==> src/rtl/vregfile_gen.sv <==
// Parametrised scalar + vector register file with vl-masked vector writes and a vector-bank clear engine.
// Defining VREGFILE_BYPASS_EN enables write-first forwarding on address collisions.
module vregfile_gen #(
    parameter int DW        = 32,
    parameter int NUM_SREGS = 8,
    parameter int SAW       = 3,
    parameter int NUM_VREGS = 4,
    parameter int VAW       = 2,
    parameter int LANES     = 8,
    parameter int VL_IDX    = 7
) (
    input  logic                  clk,
    input  logic                  rst,
    input  logic [SAW-1:0]        s_raddr1,
    output logic [DW-1:0]         s_rdata1,
    input  logic [SAW-1:0]        s_raddr2,
    output logic [DW-1:0]         s_rdata2,
    input  logic                  s_we,
    input  logic [SAW-1:0]        s_waddr,
    input  logic [DW-1:0]         s_wdata,
    input  logic [VAW-1:0]        v_raddr1,
    output logic [LANES*DW-1:0]   v_rdata1,
    input  logic [VAW-1:0]        v_raddr2,
    output logic [LANES*DW-1:0]   v_rdata2,
    input  logic                  v_we,
    input  logic [VAW-1:0]        v_waddr,
    input  logic [LANES*DW-1:0]   v_wdata,
    output logic [DW-1:0]         vl,
    input  logic                  clr_req,
    output logic                  busy,
    output logic                  clr_done
);
    // state | meaning
    // IDLE  | vector writes accepted, waiting for clr_req
    // CLEAR | zeroing vreg[clr_ptr] one register per cycle, busy high

    localparam int VW = LANES * DW;

    typedef enum logic {IDLE = 1'b0, CLEAR = 1'b1} state_t;

    state_t                          state_q, state_d;
    logic [VAW-1:0]                  clr_ptr_q, clr_ptr_d;
    logic                            busy_d, clr_done_d;

    logic [NUM_SREGS-1:0][DW-1:0]    sreg;
    logic [NUM_VREGS-1:0][VW-1:0]    vreg;

    logic [LANES-1:0]                lane_en;
    logic                            s_wr_ok, v_wr_ok, clr_act;

    logic [SAW-1:0]                  s_raddr [2];
    logic [DW-1:0]                   s_rd    [2];
    logic [VAW-1:0]                  v_raddr [2];
    logic [VW-1:0]                   v_rd    [2];

    function automatic logic saddr_ok(input logic [SAW-1:0] a);
        return ({1'b0, a} < (SAW+1)'(NUM_SREGS));
    endfunction

    function automatic logic vaddr_ok(input logic [VAW-1:0] a);
        return ({1'b0, a} < (VAW+1)'(NUM_VREGS));
    endfunction

    // sreg[0] is never written, so a VL_IDX of 0 would read as vl = 0
    assign vl = sreg[VL_IDX];

    always_comb begin
        lane_en = '0;
        for (int i = 0; i < LANES; i++) begin
            lane_en[i] = (sreg[VL_IDX] > DW'(i));
        end
    end

    assign clr_act = (state_q == CLEAR);
    assign s_wr_ok = s_we && (s_waddr != '0) && saddr_ok(s_waddr);
    assign v_wr_ok = v_we && (state_q == IDLE) && vaddr_ok(v_waddr);

    always_comb begin
        state_d    = state_q;
        clr_ptr_d  = clr_ptr_q;
        busy_d     = 1'b0;
        clr_done_d = 1'b0;
        case (state_q)
            IDLE: begin
                if (clr_req) begin
                    state_d   = CLEAR;
                    clr_ptr_d = '0;
                    busy_d    = 1'b1;
                end
            end
            CLEAR: begin
                busy_d    = 1'b1;
                clr_ptr_d = clr_ptr_q + VAW'(1);
                if (clr_ptr_q == VAW'(NUM_VREGS - 1)) begin
                    state_d    = IDLE;
                    clr_ptr_d  = '0;
                    busy_d     = 1'b0;
                    clr_done_d = 1'b1;
                end
            end
            default: begin
                state_d = IDLE;
            end
        endcase
    end

    always_ff @(posedge clk or posedge rst) begin
        if (rst) begin
            state_q   <= IDLE;
            clr_ptr_q <= '0;
            busy      <= 1'b0;
            clr_done  <= 1'b0;
        end else begin
            state_q   <= state_d;
            clr_ptr_q <= clr_ptr_d;
            busy      <= busy_d;
            clr_done  <= clr_done_d;
        end
    end

    always_ff @(posedge clk or posedge rst) begin
        if (rst) begin
            sreg <= '0;
        end else if (s_wr_ok) begin
            sreg[s_waddr] <= s_wdata;
        end
    end

    // Clear and accepted writes are mutually exclusive: writes need IDLE
    always_ff @(posedge clk or posedge rst) begin
        if (rst) begin
            vreg <= '0;
        end else if (clr_act) begin
            vreg[clr_ptr_q] <= '0;
        end else if (v_wr_ok) begin
            for (int i = 0; i < LANES; i++) begin
                if (lane_en[i]) begin
                    vreg[v_waddr][i*DW +: DW] <= v_wdata[i*DW +: DW];
                end
            end
        end
    end

    assign s_raddr[0] = s_raddr1;
    assign s_raddr[1] = s_raddr2;
    assign v_raddr[0] = v_raddr1;
    assign v_raddr[1] = v_raddr2;

    always_comb begin
        for (int p = 0; p < 2; p++) begin
            s_rd[p] = '0;
            if ((s_raddr[p] != '0) && saddr_ok(s_raddr[p])) begin
                s_rd[p] = sreg[s_raddr[p]];
            end
`ifdef VREGFILE_BYPASS_EN
            if (s_wr_ok && (s_waddr == s_raddr[p])) begin
                s_rd[p] = s_wdata;
            end
`endif
        end
    end

    always_comb begin
        for (int p = 0; p < 2; p++) begin
            v_rd[p] = '0;
            if (vaddr_ok(v_raddr[p])) begin
                v_rd[p] = vreg[v_raddr[p]];
            end
`ifdef VREGFILE_BYPASS_EN
            if (clr_act && (v_raddr[p] == clr_ptr_q)) begin
                v_rd[p] = '0;
            end else if (v_wr_ok && (v_raddr[p] == v_waddr)) begin
                for (int i = 0; i < LANES; i++) begin
                    if (lane_en[i]) begin
                        v_rd[p][i*DW +: DW] = v_wdata[i*DW +: DW];
                    end
                end
            end
`endif
        end
    end

    always_ff @(posedge clk or posedge rst) begin
        if (rst) begin
            s_rdata1 <= '0;
            s_rdata2 <= '0;
            v_rdata1 <= '0;
            v_rdata2 <= '0;
        end else begin
            s_rdata1 <= s_rd[0];
            s_rdata2 <= s_rd[1];
            v_rdata1 <= v_rd[0];
            v_rdata2 <= v_rd[1];
        end
    end

endmodule

==> config.mk <==
export PLATFORM = sky130hd
export DESIGN_NAME = vregfile_gen
export DESIGN_NICKNAME = d
export VERILOG_FILES = /design/src/rtl/vregfile_gen.sv
export SDC_FILE = /design/constraint.sdc
export NUM_CORES = 2
export LEC_CHECK = 0
export ABC_CLOCK_PERIOD_IN_PS = 166600
export CAP_MARGIN = 20
export CORE_AREA = 4 4 500 502
export CTS_CLUSTER_SIZE = 14
export DETAILED_ROUTE_END_ITERATION = 12
export DIE_AREA = 0 0 504 506
export GPL_TIMING_DRIVEN = 0
export RECOVER_POWER = 50
export SYNTH_ARGS = -nofsm -noshare
export SYNTH_HDL_FRONTEND = slang
export SYNTH_SLANG_ARGS = --single-unit
==> constraint.sdc <==
create_clock -name clk -period 166.6 [get_ports clk]
set_input_delay 49.98 -clock clk [delete_from_list [all_inputs] [get_ports clk]]
set_output_delay 49.98 -clock clk [all_outputs]
set_load 0.05 [all_outputs]
Word level (Yosys, flattened, before mapping)

Index checks and enable logic that the tools add are counted.

Bitwise operators: 3
Reduce and logical (&&, ||, !) cells: 9
Order comparisons: 18
$add $sub $neg: 1
Mux-type cells: 71
Eq/ne operators: 2

Operators with widths:

| operator             | number |
|---|---|
| $mux 1024            | 24 |
| $bwmux 1024          | 8 |
| $demux 256 s2        | 9 |
| $and 1024x1024->1024 | 1 |
| $bmux 256 s2         | 2 |
| $mux 256             | 4 |
| $not 1024->1024      | 1 |
| $bwmux 256           | 1 |
| $mux 224             | 1 |
| $bmux 32 s3          | 2 |
| $mux 192             | 1 |
| $mux 32              | 6 |
| $mux 160             | 1 |
| $gt 32x3->1 const B  | 4 |
| $mux 128             | 1 |
| $demux 32 s3         | 1 |
| $mux 96              | 1 |
| $gt 32x1->1 const B  | 2 |
| $gt 32x2->1 const B  | 2 |
| $mux 64              | 1 |
| $lt 2x3->1 const B   | 4 |
| $lt 3x4->1 const B   | 3 |
| $reduce_bool 3->1    | 3 |
| $logic_and 1x1->1    | 5 |
| other kinds (11)     | 16 |

Logic and storage cells: 123
Output and inout port bits: 610
Register bits after elaboration: 1860

Depth between registers and ports, before layout

Depth after elaboration: 36
Depth in mapped cells: 9
Depth with buffers taken out: 6

Worst setup path after synthesis

No wires, ideal clock.

Path kind: input-to-reg
From: input v_waddr[0]
To: register vreg[384] (netlist bit)
Path buffers: 3
Required time: 166.478 ns
Slack: 114.918 ns
Data arrival time: 51.561 ns
Stages on the path: 7
Cells stage by stage: clkbuf_1 -> and4bb_2 -> nand2b_1 -> o41ai_2 -> buf_2 -> buf_4 -> a32o_1

Cells in the longest elaborated chain, start to end: 33
Elaborated cells on any way between the ends: 44
Classes of those cells: 2 x order compare; 41 x mux; 1 x reduce/logical

RTL lines:

| what                           | RTL line | RTL |
|---|---|---|
| start: declaration             | 26       | `input logic [VAW-1:0] v_waddr,` |
| $demux 256 s2                  | 138      | `vreg[v_waddr][i*DW +: DW] <= v_wdata[i*DW +: DW];` |
| $bwmux 1024                    | 138      |  |
| $mux 1024                      | 137      | `if (lane_en[i]) begin` |
| $mux 1024                      | 135      | `end else if (v_wr_ok) begin` |
| $mux 1024                      | 133      | `end else if (clr_act) begin` |
| $bwmux 1024                    | 138      |  |
| $mux 1024                      | 137      |  |
| $mux 1024                      | 135      |  |
| (+17 left out)                 | -        |  |
| $bwmux 1024                    | 138      |  |
| $mux 1024                      | 137      |  |
| $mux 1024                      | 135      |  |
| $mux 1024                      | 133      |  |
| $bwmux 1024                    | 138      |  |
| $mux 1024 *                    | 137      |  |
| $mux 1024 *                    | 135      |  |
| $mux 1024 *                    | 133      |  |
| end signal: indexed assignment | 138      |  |
| end: declaration               | 46       | `logic [NUM_VREGS-1:0][VW-1:0] vreg;` |

Mark *: on every way between the ends. The rest lies on a longest branch, timed or not. The select of a mux whose other input is x is not followed.
A chain may end at the register's enable or synchronous reset.

==> results.md <==
* FF-to-FF path depth at 6
* Port bufs at 903
* Hold EP: vreg[570]$_DFFE_PP0P_
* IO Count at between 900 and 1000
* Period minus WS final at roughly 68 ns
* Synth unique cells at 58
* Comb pwr share at 39.9%
* Data arrival, critical path at just under 70 ns
* HP Start: vreg[570]$_DFFE_PP0P_
* Slowest Stage Delay on Critical Path at around 4.8 ns
* Period Utilization, post-route at between 40% and 50%
* Max Clk Rate at ~15 MHz
* Post-DP HPWL at between 200 and 300 mm
* R2R Setup Slk at roughly 160 ns
* RePlAce Congestion at slightly above 0.9
* Critical path class: primary input to async pin
* Area contributors post-synth: dfrtp_1 57%, mux4_2 16%, a22o_1 8.3%, mux2_2 3.5%, nor2b_1 2.7%
* # Max-Cap Violations at 55
* Setup violators final at 0
* Detailed Route WL at approximately 370 mm
* Critical-path top delay cell: clkbuf_1
* Die Wd at between 500 and 600 µm
* Clock Sink Count at between 1500 and 2000
* RR Endpoint: vreg[474]$_DFFE_PP0P_
* Total Nets Final at a little under 7000
* Worst-path clk slew at 0.06 ns
* CTS tree: yes
* Ys Warns at 0
* Post-cts sizing count at 0
* Fraction of layout cells with a size suffix above 1 at 21.0%
* Worst setup SP type: primary input
* Post-synth EDFFs at 0
* Initial antenna violation count at 94
* Crit path required time at about 170 ns
* Max FO, Critical Path at between 100 and 150
* Clk pwr share at between 20% and 30%
* Internal power at roughly 0.0012 W
* Slew @ Worst Pin at around 6.7 ns
* Post-synth ARST share at between 90% and 100%
* Share of the synthesized area in the top cell type at approximately 57%
* Total CTS buffers at between 150 and 200
* Reported net switching power at between 0.0008 and 0.0009 W
* Largest net degree at the start of global routing at ~130
* Fillers at between 20000 and 25000
* Final Util at between 40% and 50%
* Initial Util at between 30% and 40%
* RSZ-0062 raised after global routing: false
* Htree depth at 4
* CP Cell Sequence: dlygate4sd3_1 > clkinvlp_2 > clkbuf_1 > clkbuf_1 > clkbuf_1
* Sw Ratio at a little over two fifths
* Area occupied by multi-input gates at about 32000 µm²
* Skew final at 0.0908 ns
* Clock Tree Buf Depth at 3
* Avg Inst Size Synth at ~15 µm²
* Setup TNS at 0 ns
* FF/Latch Area at 45700 µm²
* First-pass GRT wire length at roughly 500 mm
* Cell Area, Synth at ~81000 µm²
* Die ar. at 255000 µm²
* Final Max Tran Viols at between 1500 and 2000
* Via count at about 61000
* Vias per std cell at 6.10
* Final Hold Viols at 0
* Placeable Area at 245000 µm²
* Synth area leader: dfrtp_1
* Global router's overall resource usage at 28.6%
* Syn Nets at 5745
* Number of remaining DRC errors at 0
* WL/cell at between 30 and 40 µm
* Critical Path Sink Type: async pin
* Vias in the first global route at 61600
* VDD IR max at about 0.010 mV
* Min-Delay Path Class: flip-flop to flip-flop
* Die H at roughly 510 µm
* Pwr dens at 20.2 nW/µm²
* Origin of the critical flop-to-flop path: vl[13]$_DFFE_PP0P_
* Yosys reg bits at roughly 1800
* Initial drt markers at roughly 7500
* Root Driver: clkbuf_16
* Area delta synth->final at 26.0%
* Row cnt at 182
* Most used cell, CP: clkbuf_1
* Drt first pass iters at 6
* Top FF cell, synth: dfrtp_1
* Status: finished with violations
* Clock latency on the worst-skew pair at roughly 0.91 ns
* Post-DRT Antenna Nets at 0
* Max-slew headroom at -346%
* Overflow after GRT at 0
* Reg power frac at between 30% and 40%
* Static Leakage at ~44 nW
* Syn Inst Count at between 5000 and 6000
* Postcts setup bufs at 0
* Seq/Total Area, Yosys at a little under three fifths
* Hold_buf cts at 0
* WHS Path Cells at 1
* Violated checks: max-capacitance violations, max-slew violations
## routing by layer
| layer | vias to the layer above | part of all wire [%] | wire (µm) | GRT usage (%) |
|---|---|---|---|---|
| li1 | 23600 | - | - | - |
| met3 | 963 | 11 | 42600 | 10.5 |
| met2 | 4250 | 44 | 165000 | 42.3 |
| met5 | - | 0.089 | 331 | 0 |
| met4 | 48 | 7.2 | 26800 | 17.3 |
| met1 | 32400 | 37 | 138000 | 35.6 |
## metrics by stage
step                      total power [W]  cell area (µm²)  std cells  setup WS, ns  hold WS, ns
final                             0.00205           102000      10000         98.66        0.511
after global routing              0.00212           101000      10000         95.32        0.523
after CTS                         0.00206           102000       9979        113.55        0.512
after detailed placement          0.00159            95000       9619        112.65        0.495
after global placement            0.00157            93600       9556         44.91        0.487
after floorplan                   0.00123            80600       5433         65.01        0.473
## registers in the layout, indices dropped and copies added, names as in the netlist, 2 cells and up
signal	flops
v_rdata1	256
v_rdata2	256
clr_ptr_q	2
s_rdata2	32
s_rdata1	32
sreg	192
vl	32
vreg	1024
## power by group through the flow
stage	registers, W	clock network (W)	logic, W
after global routing	0.000772	0.000497	0.000846
after CTS	0.000752	0.000479	0.000833
after global placement	0.000756	0	0.000817
after floorplan	0.000915	0	0.000318
final	0.000759	0.000474	0.000819
after detailed placement	0.000758	0	0.000829
## cell families after synthesis
kind of cell	share of synthesized area [%]
muxes	20.4
AOI/OAI and AO/OA	13.6
buffers and inverters	3.46
DFF	56.8
and+or+nand+nor	5.63
adders and majority gates	0.0621
## layout by cell type, fill, tap and decap left out, types with 66 or more instances in the layout
master	n
a21oi_1	68
a22o_1	768
a32o_1	70
buf_2	148
clkbuf_1	413
clkbuf_16	201
clkdlybuf4s50_1	547
dfrtp_1	1828
diode_2	66
dlygate4sd3_1	356
inv_1	91
mux2_2	249
mux4_2	576
nand2_1	250
nand4_1	121
nor2b_1	349
o311ai_0	119
## cell usage after synthesis (4+ instances only)
master and number:
o211ai_1 7, clkbuf_1 329, nor2b_1 349, o41ai_2 7, a221o_1 35, nor4_2 6, nor2_1 8, nand4_1 121
a41oi_1 15, o41ai_1 5, nand2_1 249, a221oi_1 62, o31ai_2 7, a311oi_1 35, a22o_1 768, mux2i_1 25
buf_4 41, dfrtp_1 1828, a21oi_1 68, o41ai_4 11, buf_1 73, a32o_1 70, inv_1 92, mux2_2 251
a31oi_1 14, ha_1 4, nor3_1 4, and2_1 10, buf_2 125, o311ai_0 119, a311o_1 7, mux2_1 37
nand2b_1 35, mux4_2 576
## final cells by class
type | count | share of cell area (%)
Inverter | 92 | 0.341
Antenna cell | 66 | 0.163
Multi-Input combinational cell | 2945 | 31.5
Clock inverter | 90 | 1.31
Clock buffer | 270 | 5.59
Timing Repair Buffer | 969 | 9.67
Sequential cell | 1828 | 45.1
Buffer | 568 | 2.44
Tap cell | 3220 | 3.97
## how the worst max path moves through the flow
| stage | cells past startpoint | slack, ns | to | start |
|---|---|---|---|---|
| 5_1_grt | 5 | 95.32 | v_rdata2[68]$_DFF_PP0_ | rst |
| 4_1_cts | 7 | 113.55 | vreg[493]$_DFFE_PP0P_ | v_we |
| 2_1_floorplan | 1 | 65.01 | clr_act$_DFF_PP0_ | rst |
| 6_report | 5 | 98.66 | v_rdata2[68]$_DFF_PP0_ | rst |
| 3_3_place_gp | 2 | 44.91 | v_rdata2[61]$_DFF_PP0_ | rst |
| 3_5_place_dp | 7 | 112.65 | vreg[493]$_DFFE_PP0P_ | v_we |
## worst max-delay path: cells and delay by family
kind / cells / cell delay (ns)
buf+inv: 5 / 16.72
No activity file was read; power rests on OpenSTA's default activity.
